==> src/rtl/dog_extrema_detector_if.sv <==
// Keypoint handshake bundle between the DoG extrema detector (master) and
// the keypoint/descriptor stage (slave).
interface dog_extrema_detector_if #(
    parameter int COORD_WIDTH = 6
) ();
    logic                   kp_valid;
    logic                   kp_ready;
    logic [COORD_WIDTH-1:0] kp_x;
    logic [COORD_WIDTH-1:0] kp_y;
    logic                   kp_is_max;

    modport master (
        output kp_valid,
        output kp_x,
        output kp_y,
        output kp_is_max,
        input  kp_ready
    );

    modport slave (
        input  kp_valid,
        input  kp_x,
        input  kp_y,
        input  kp_is_max,
        output kp_ready
    );
endinterface

==> src/rtl/dog_extrema_detector.sv <==
// Scans the interior of the middle DoG layer, compares each pixel with its 26
// neighbours across three layers and emits strict, high-contrast extrema.
module dog_extrema_detector #(
    parameter int DIMENSION   = 64,
    parameter int THRESHOLD   = 8,
    parameter int COORD_WIDTH = 6
) (
    input  logic                    clk,
    input  logic                    rst_in,
    input  logic                    dog_ready,
    output logic [11:0]             address,
    input  logic signed [8:0]       lower_pix,
    input  logic signed [8:0]       middle_pix,
    input  logic signed [8:0]       upper_pix,
    dog_extrema_detector_if.master  kp_if,
    output logic                    busy,
    output logic                    done,
    output logic [15:0]             kp_count
);

    typedef enum logic [2:0] {
        S_IDLE    = 3'd0,
        S_FETCH   = 3'd1,
        S_COMPARE = 3'd2,
        S_EMIT    = 3'd3,
        S_ADVANCE = 3'd4
    } state_t;

    localparam logic [COORD_WIDTH-1:0] C_ONE  = COORD_WIDTH'(1);
    localparam logic [COORD_WIDTH-1:0] C_LAST = COORD_WIDTH'(DIMENSION - 2);

    state_t                  r_state;
    logic                    r_prev_ready;
    logic [COORD_WIDTH-1:0]  r_x;
    logic [COORD_WIDTH-1:0]  r_y;
    logic [3:0]              r_counter;
    logic [11:0]             r_address;
    logic signed [8:0]       r_lo  [0:8];
    logic signed [8:0]       r_mid [0:8];
    logic signed [8:0]       r_up  [0:8];
    logic                    r_kp_valid;
    logic [COORD_WIDTH-1:0]  r_kp_x;
    logic [COORD_WIDTH-1:0]  r_kp_y;
    logic                    r_kp_is_max;
    logic                    r_busy;
    logic                    r_done;
    logic [15:0]             r_kp_count;

    logic signed [8:0]       w_centre;
    logic signed [9:0]       w_centre_ext;
    logic [9:0]              w_abs;
    logic                    w_contrast;
    logic                    w_is_max;
    logic                    w_is_min;
    logic [COORD_WIDTH-1:0]  w_next_x;
    logic [COORD_WIDTH-1:0]  w_next_y;

    // Window index k walks the 3x3 neighbourhood row-major, k=4 being the centre.
    function automatic logic [11:0] window_addr(input logic [COORD_WIDTH-1:0] cx,
                                                input logic [COORD_WIDTH-1:0] cy,
                                                input logic [3:0]             k);
        int row;
        int col;
        row = int'(cy) + int'(k) / 32'sd3 - 32'sd1;
        col = int'(cx) + int'(k) % 32'sd3 - 32'sd1;
        return 12'(row * DIMENSION + col);
    endfunction

    assign w_centre     = r_mid[4];
    assign w_centre_ext = {w_centre[8], w_centre};
    assign w_abs        = w_centre_ext[9] ? 10'(-w_centre_ext) : 10'(w_centre_ext);
    assign w_contrast   = (w_abs >= 10'(THRESHOLD));

    // Strict extremum test: any tie with a neighbour disqualifies the centre.
    always_comb begin
        w_is_max = 1'b1;
        w_is_min = 1'b1;
        for (int k = 0; k < 9; k++) begin
            w_is_max = w_is_max & (w_centre > r_lo[k]) & (w_centre > r_up[k])
                     & ((k == 32'sd4) | (w_centre > r_mid[k]));
            w_is_min = w_is_min & (w_centre < r_lo[k]) & (w_centre < r_up[k])
                     & ((k == 32'sd4) | (w_centre < r_mid[k]));
        end
    end

    // Raster step: x inner, y outer, both restricted to the interior.
    always_comb begin
        w_next_x = r_x;
        w_next_y = r_y;
        if (r_x < C_LAST) begin
            w_next_x = r_x + C_ONE;
        end else begin
            w_next_x = C_ONE;
            w_next_y = r_y + C_ONE;
        end
    end

    // Scan controller, sample bank and all registered outputs.
    always_ff @(posedge clk) begin
        if (rst_in) begin
            r_state      <= S_IDLE;
            r_prev_ready <= 1'b0;
            r_x          <= '0;
            r_y          <= '0;
            r_counter    <= 4'd0;
            r_address    <= 12'd0;
            r_kp_valid   <= 1'b0;
            r_kp_x       <= '0;
            r_kp_y       <= '0;
            r_kp_is_max  <= 1'b0;
            r_busy       <= 1'b0;
            r_done       <= 1'b0;
            r_kp_count   <= 16'd0;
            for (int k = 0; k < 9; k++) begin
                r_lo[k]  <= 9'sd0;
                r_mid[k] <= 9'sd0;
                r_up[k]  <= 9'sd0;
            end
        end else begin
            r_prev_ready <= dog_ready;
            r_done       <= 1'b0;
            case (r_state)
                S_IDLE: begin
                    if (dog_ready && !r_prev_ready) begin
                        r_state    <= S_FETCH;
                        r_busy     <= 1'b1;
                        r_kp_count <= 16'd0;
                        r_x        <= C_ONE;
                        r_y        <= C_ONE;
                        r_counter  <= 4'd0;
                        r_address  <= window_addr(C_ONE, C_ONE, 4'd0);
                    end
                end
                S_FETCH: begin
                    if (r_counter < 4'd8) begin
                        r_address <= window_addr(r_x, r_y, r_counter + 4'd1);
                    end
                    // Read data trails its address by two cycles.
                    if (r_counter >= 4'd2) begin
                        r_lo[r_counter - 4'd2]  <= lower_pix;
                        r_mid[r_counter - 4'd2] <= middle_pix;
                        r_up[r_counter - 4'd2]  <= upper_pix;
                    end
                    if (r_counter == 4'd10) begin
                        r_state <= S_COMPARE;
                    end else begin
                        r_counter <= r_counter + 4'd1;
                    end
                end
                S_COMPARE: begin
                    if ((w_is_max || w_is_min) && w_contrast) begin
                        r_kp_x      <= r_x;
                        r_kp_y      <= r_y;
                        r_kp_is_max <= w_is_max;
                        r_kp_valid  <= 1'b1;
                        r_state     <= S_EMIT;
                    end else begin
                        r_state <= S_ADVANCE;
                    end
                end
                S_EMIT: begin
                    if (kp_if.kp_ready) begin
                        r_kp_valid <= 1'b0;
                        r_kp_count <= (r_kp_count != 16'hFFFF) ? r_kp_count + 16'd1 : r_kp_count;
                        r_state    <= S_ADVANCE;
                    end
                end
                S_ADVANCE: begin
                    if ((r_x == C_LAST) && (r_y == C_LAST)) begin
                        r_busy  <= 1'b0;
                        r_done  <= 1'b1;
                        r_state <= S_IDLE;
                    end else begin
                        r_x       <= w_next_x;
                        r_y       <= w_next_y;
                        r_counter <= 4'd0;
                        r_address <= window_addr(w_next_x, w_next_y, 4'd0);
                        r_state   <= S_FETCH;
                    end
                end
                default: begin
                    r_state <= S_IDLE;
                end
            endcase
        end
    end

    assign address         = r_address;
    assign busy            = r_busy;
    assign done            = r_done;
    assign kp_count        = r_kp_count;
    assign kp_if.kp_valid  = r_kp_valid;
    assign kp_if.kp_x      = r_kp_x;
    assign kp_if.kp_y      = r_kp_y;
    assign kp_if.kp_is_max = r_kp_is_max;

endmodule

==> src/flat_wrapper.sv <==
// flat-port wrapper written by rule: the top's interface ports become plain ports
module dog_extrema_detector_flat 
#(
    parameter int DIMENSION   = 64,
    parameter int THRESHOLD   = 8,
    parameter int COORD_WIDTH = 6
)
  (clk, rst_in, dog_ready, address, lower_pix, middle_pix, upper_pix, busy, done, kp_count, kp_if_kp_valid, kp_if_kp_x, kp_if_kp_y, kp_if_kp_is_max, kp_if_kp_ready);
  dog_extrema_detector_if #(.COORD_WIDTH(COORD_WIDTH)) kp_if_i ();
  input  logic clk;
  input  logic rst_in;
  input  logic dog_ready;
  output logic [11:0] address;
  input  logic signed [8:0] lower_pix;
  input  logic signed [8:0] middle_pix;
  input  logic signed [8:0] upper_pix;
  output logic busy;
  output logic done;
  output logic [15:0] kp_count;
  output wire logic [$bits(kp_if_i.kp_valid)-1:0] kp_if_kp_valid;
  output wire logic [$bits(kp_if_i.kp_x)-1:0] kp_if_kp_x;
  output wire logic [$bits(kp_if_i.kp_y)-1:0] kp_if_kp_y;
  output wire logic [$bits(kp_if_i.kp_is_max)-1:0] kp_if_kp_is_max;
  input wire logic [$bits(kp_if_i.kp_ready)-1:0] kp_if_kp_ready;
  assign kp_if_kp_valid = kp_if_i.kp_valid;
  assign kp_if_kp_x = kp_if_i.kp_x;
  assign kp_if_kp_y = kp_if_i.kp_y;
  assign kp_if_kp_is_max = kp_if_i.kp_is_max;
  assign kp_if_i.kp_ready = kp_if_kp_ready;
  dog_extrema_detector #(.DIMENSION(DIMENSION), .THRESHOLD(THRESHOLD), .COORD_WIDTH(COORD_WIDTH)) u_core (.clk(clk), .rst_in(rst_in), .dog_ready(dog_ready), .address(address), .lower_pix(lower_pix), .middle_pix(middle_pix), .upper_pix(upper_pix), .kp_if(kp_if_i), .busy(busy), .done(done), .kp_count(kp_count));
endmodule
==> config.mk <==
export PLATFORM = sky130hd
export DESIGN_NAME = dog_extrema_detector_flat
export DESIGN_NICKNAME = d
export VERILOG_FILES = /design/src/rtl/dog_extrema_detector_if.sv /design/src/rtl/dog_extrema_detector.sv /design/src/flat_wrapper.sv
export SDC_FILE = /design/constraint.sdc
export NUM_CORES = 1
export LEC_CHECK = 0
export CAP_MARGIN = 20
export CORE_MARGIN = 2
export CORE_UTILIZATION = 30
export DETAILED_ROUTE_END_ITERATION = 6
export PLACE_DENSITY = 0.45
export SYNTH_ARGS = -nofsm -noshare
export SYNTH_HDL_FRONTEND = slang
export SYNTH_SLANG_ARGS = --single-unit
==> constraint.sdc <==
create_clock -name clk -period 5.4 [get_ports clk]
set_input_delay 1.35 -clock clk [delete_from_list [all_inputs] [get_ports clk]]
set_output_delay 1.35 -clock clk [all_outputs]
set_load 0.05 [all_outputs]
==> reports/results.tsv <==
stage	metric	value	unit
timing	clk_skew	22.4	ps
floorplanning	die area	69000	um^2
setup_path	Worst EP required	5830	ps
floorplanning	CORE AREA	66000	um^2
outcome	status	complete, no violations	
grt	vias in the first global route	15200	
drt	WL/cell	20.4	um
drt	Vias	15100	
synthesis	Post-synth EDFFs	243	
timing	final setup fails	0	
min_path	Hold Crit Class	flop to flop	
synthesis	yosys warns	0	
synthesis	#FFs+latches synth	307	
setup_path	Worst Path Arrival	5530	ps
setup_path	CP max FO	5	
setup_path	CP dominant cell by count	ha_1	
synthesis	Main synth FF type	edfxtp_1	
synthesis	post-synthesis sequential area ratio	0.427	
placed_design	gpl congestion	0.856	
setup_path	Crit. End Element	flop	
placed_design	placed inst area	22100	um^2
synthesis	synth unique cells	72	
synthesis	Mean Syn Cell Area	9.94	um^2
synthesis	Cells after Synth	2021	
min_path	hold path depth	2	
clock_network	CTS H-Tree Depth	2	
setup_path	delay of the slowest critical-path stage	540	ps
drt	Via-to-Cell Ratio	4.99	
timing	worst rel slew slack	0.306	
drt	DRT Wirelength	61.6	mm
synthesis	Synth async-reset ratio	0	
grt	first-pass GRT wire length	93.6	mm
clock_network	clock-pin slew on the worst setup and hold paths	60	ps
timing	Max Slew Vio Count	0	
grt	largest net degree at the start of global routing	84	
placed_design	Port Buffer Count	74	
drt	First-pass DRT Iterations	5	
cells_and_area	cell area after layout	23500	um^2
timing	min cycle time layout	5100	ps
floorplanning	Starting Density	0.304	
setup_path	Reg2Reg Setup Slack	300	ps
setup_path	critical path type	flop to flop	
synthesis	synthesized cell area	20100	um^2
floorplanning	Rows	94	
clock_network	CTS Buffer Depth	3	
timing	Min Hold Slack	471	ps
cells_and_area	FILL cells	6578	
cells_and_area	Area Overhead vs Synth	16.9	%
grt	initial antenna violation count	4	
clock_network	CTS tree	done	
cells_and_area	NumNets Final	2445	
clock_network	worst skew pair latency	570	ps
drt	Final ANT Viol Nets	0	
setup_path	slowest CP cell	or4_4	
setup_path	CP bufs+invs	7	
timing	Worst-Margin Slew	1040	ps
synthesis	Synth top area share	0.363	
timing	final hold vios	0	
min_path	Worst Hold End	u_core.kp_if.kp_is_max	
floorplanning	Die W	263	um
clock_network	Root Buffer	clkbuf_16	
clock_network	total CTS buffers	41	
setup_path	worst reg2reg path startpoint	u_core.r_counter[1]	
power	power per cell area	316	nW/um^2
placed_design	DP HPWL	41.7	mm
grt	total grt overflow	0	
floorplanning	# IOs	75	
power	LEAKAGE	10.3	nW
drt	Iter 0 DRT Violations	811	
synthesis	largest cells by area after synthesis	edfxtp_1 36%, ha_1 18%, dfxtp_1 6.4%, and3_1 5.4%, inv_1 5.3%	
timing	Tcrit/Tclk final	0.945	
timing	setup TNS	0	ps
setup_path	reg2reg end	u_core.address[9]	
floorplanning	die height	263	um
synthesis	cell accounting for the most synthesized area	edfxtp_1	
power	worst vdd ir	0.382	mV
grt	Total GRT Usage	0.177	
run	max-cap viol count	0	
synthesis	Mapped Nets	2343	
setup_path	Startpoint Class	flop	
setup_path	cells on worst reg2reg path	25	
clock_network	clock sinks	307	
timing	Peak Freq	196	MHz
cells_and_area	layout cell share with drive strength beyond 1	0.0697	
drt	DRC	0	
min_path	hold path start	u_core.kp_if.kp_is_max	
setup_path	Top Family by Delay on Critical Path	adder cells	
## flip-flops by register name, summed over array words and instances (netlist names), 4 cells and up
name,cells
u_core.r_counter,4
u_core.r_y,6
u_core.kp_if.kp_y,6
u_core.address,12
u_core.kp_count,16
u_core.r_x,6
u_core.r_up,81
u_core.r_mid,81
u_core.r_lo,81
u_core.kp_if.kp_x,6
## worst reg2reg max path, cell delays in order, from the launching register on
cell,delay (ps)
dfxtp_4,370
ha_4,180
a21bo_2,240
a21oi_4,150
inv_2,50
ha_1,200
or4_4,540
and2_1,190
ha_1,210
inv_1,110
o2111ai_4,140
inv_2,120
ha_1,150
inv_1,40
ha_1,200
fa_1,490
inv_1,50
ha_1,270
inv_1,40
ha_1,240
o41ai_2,370
buf_4,170
xor2_1,180
o221ai_1,140
o21ai_1,110
nor2_1,50
## layout by cell type, fill, tap and decap left out, types with 19 or more instances in the layout
| cell | netlist | layout |
|---|---|---|
| o21ai_0 | 44 | 42 |
| nand3_1 | 34 | 34 |
| xnor2_1 | 31 | 31 |
| clkdlybuf4s50_1 | 0 | 73 |
| ha_1 | 288 | 283 |
| nor3_1 | 30 | 28 |
| buf_4 | 0 | 45 |
| and3_1 | 174 | 174 |
| nor2_1 | 120 | 119 |
| a211oi_1 | 21 | 19 |
| edfxtp_1 | 243 | 243 |
| nor4_1 | 27 | 27 |
| nand4_1 | 38 | 38 |
| nand2b_1 | 41 | 41 |
| clkbuf_16 | 0 | 42 |
| inv_1 | 282 | 281 |
| nor2b_1 | 21 | 21 |
| nand2_1 | 87 | 87 |
| dfxtp_1 | 64 | 61 |
| xor2_1 | 25 | 25 |
| o21ai_1 | 17 | 19 |
| a21oi_1 | 70 | 68 |
| and2_1 | 84 | 84 |
## stage by stage
stage	std cells	utilization	power [mW]	setup WS (ps)
floorplan	2021	-	4.16	30.7
global placement	2939	0.335	4.79	81.1
detailed placement	2940	0.335	4.80	1.11
CTS	3013	0.354	7.44	6.06
global route	3017	0.356	7.81	-21.0
finish	3021	0.356	7.42	299
## cell type report
class	instances	area [um^2]	share of cell area
clock buffers	54	1110	0.0471
flip-flops and latches	307	8590	0.366
clock inverters	19	125	0.00533
multi-input cells	1359	10300	0.438
inverters	287	1080	0.0459
repair buffers	127	1210	0.0516
diodes	4	10.0	0.000426
well taps	864	1080	0.0460
## metal layers
layer / up-vias / part of all wire / track usage
met1: 7325 / 0.44 / 0.224
met2: 260 / 0.50 / 0.314
met4: 0 / 0.024 / 0.0509
met5: - / 0 / 0
li1: 7425 / - / -
met3: 69 / 0.039 / 0.0238
## cells in the mapped netlist, types with 6 or more instances
library cell  instances
nand2_1              87
nand3_1              34
ha_1                288
clkbuf_1             66
dfxtp_1              64
and3_1              174
nor2_1              120
edfxtp_1            243
o21ai_1              17
a22o_1                9
nor2b_1              21
o31ai_1               8
nor3_1               30
xnor2_1              31
o32ai_1               9
a211oi_1             21
nand3b_1              7
a21oi_1              70
xor2_1               25
o21ai_0              44
nand4_1              38
or3_1                 7
o211ai_1              8
a21o_1               16
or2_2                 7
nor4_1               27
a22oi_1               6
inv_1               282
o22ai_1               7
nor3b_1              12
a211o_1               6
mux2i_1              15
nand2b_1             41
a221oi_1              8
and2_1               84
o21a_1               16
## cells by family (layout without fill, tap and decap cells)
logic type	after synthesis	count (layout)	synth area share
other cells	0	4	0
buf+inv	355	487	0.0672
mux	16	16	0.00804
flops	307	307	0.427
simple gates	711	711	0.196
xor+xnor	56	56	0.0244
fa+ha+maj	291	291	0.182
compound gates	285	285	0.0944
## power by group
part / internal, mW / switching (mW)
Clock: 1.48 / 1.10
Combinational: 0.839 / 1.26
Sequential: 2.66 / 0.0759
## repair_timing
action	4_1_cts	5_1_grt
setup endpoints to repair	1	4
resized for setup	3	20
hold buffers	0	0
setup buffers	0	2
pin swaps	2	2
## worst max path at each step
stage | to | startpoint | slack, ps | depth (start not counted)
CTS | u_core.address[11] | u_core.r_counter[1] | 6 | 25
finish | u_core.address[9] | u_core.r_counter[1] | 300 | 25
detailed placement | u_core.address[11] | u_core.r_counter[1] | 1 | 25
floorplan | u_core.address[10] | u_core.r_counter[1] | 30 | 25
global placement | u_core.address[11] | u_core.r_counter[1] | 80 | 25
global route | u_core.address[9] | u_core.r_counter[1] | -20 | 26
(Power assumes the default switching activity.)
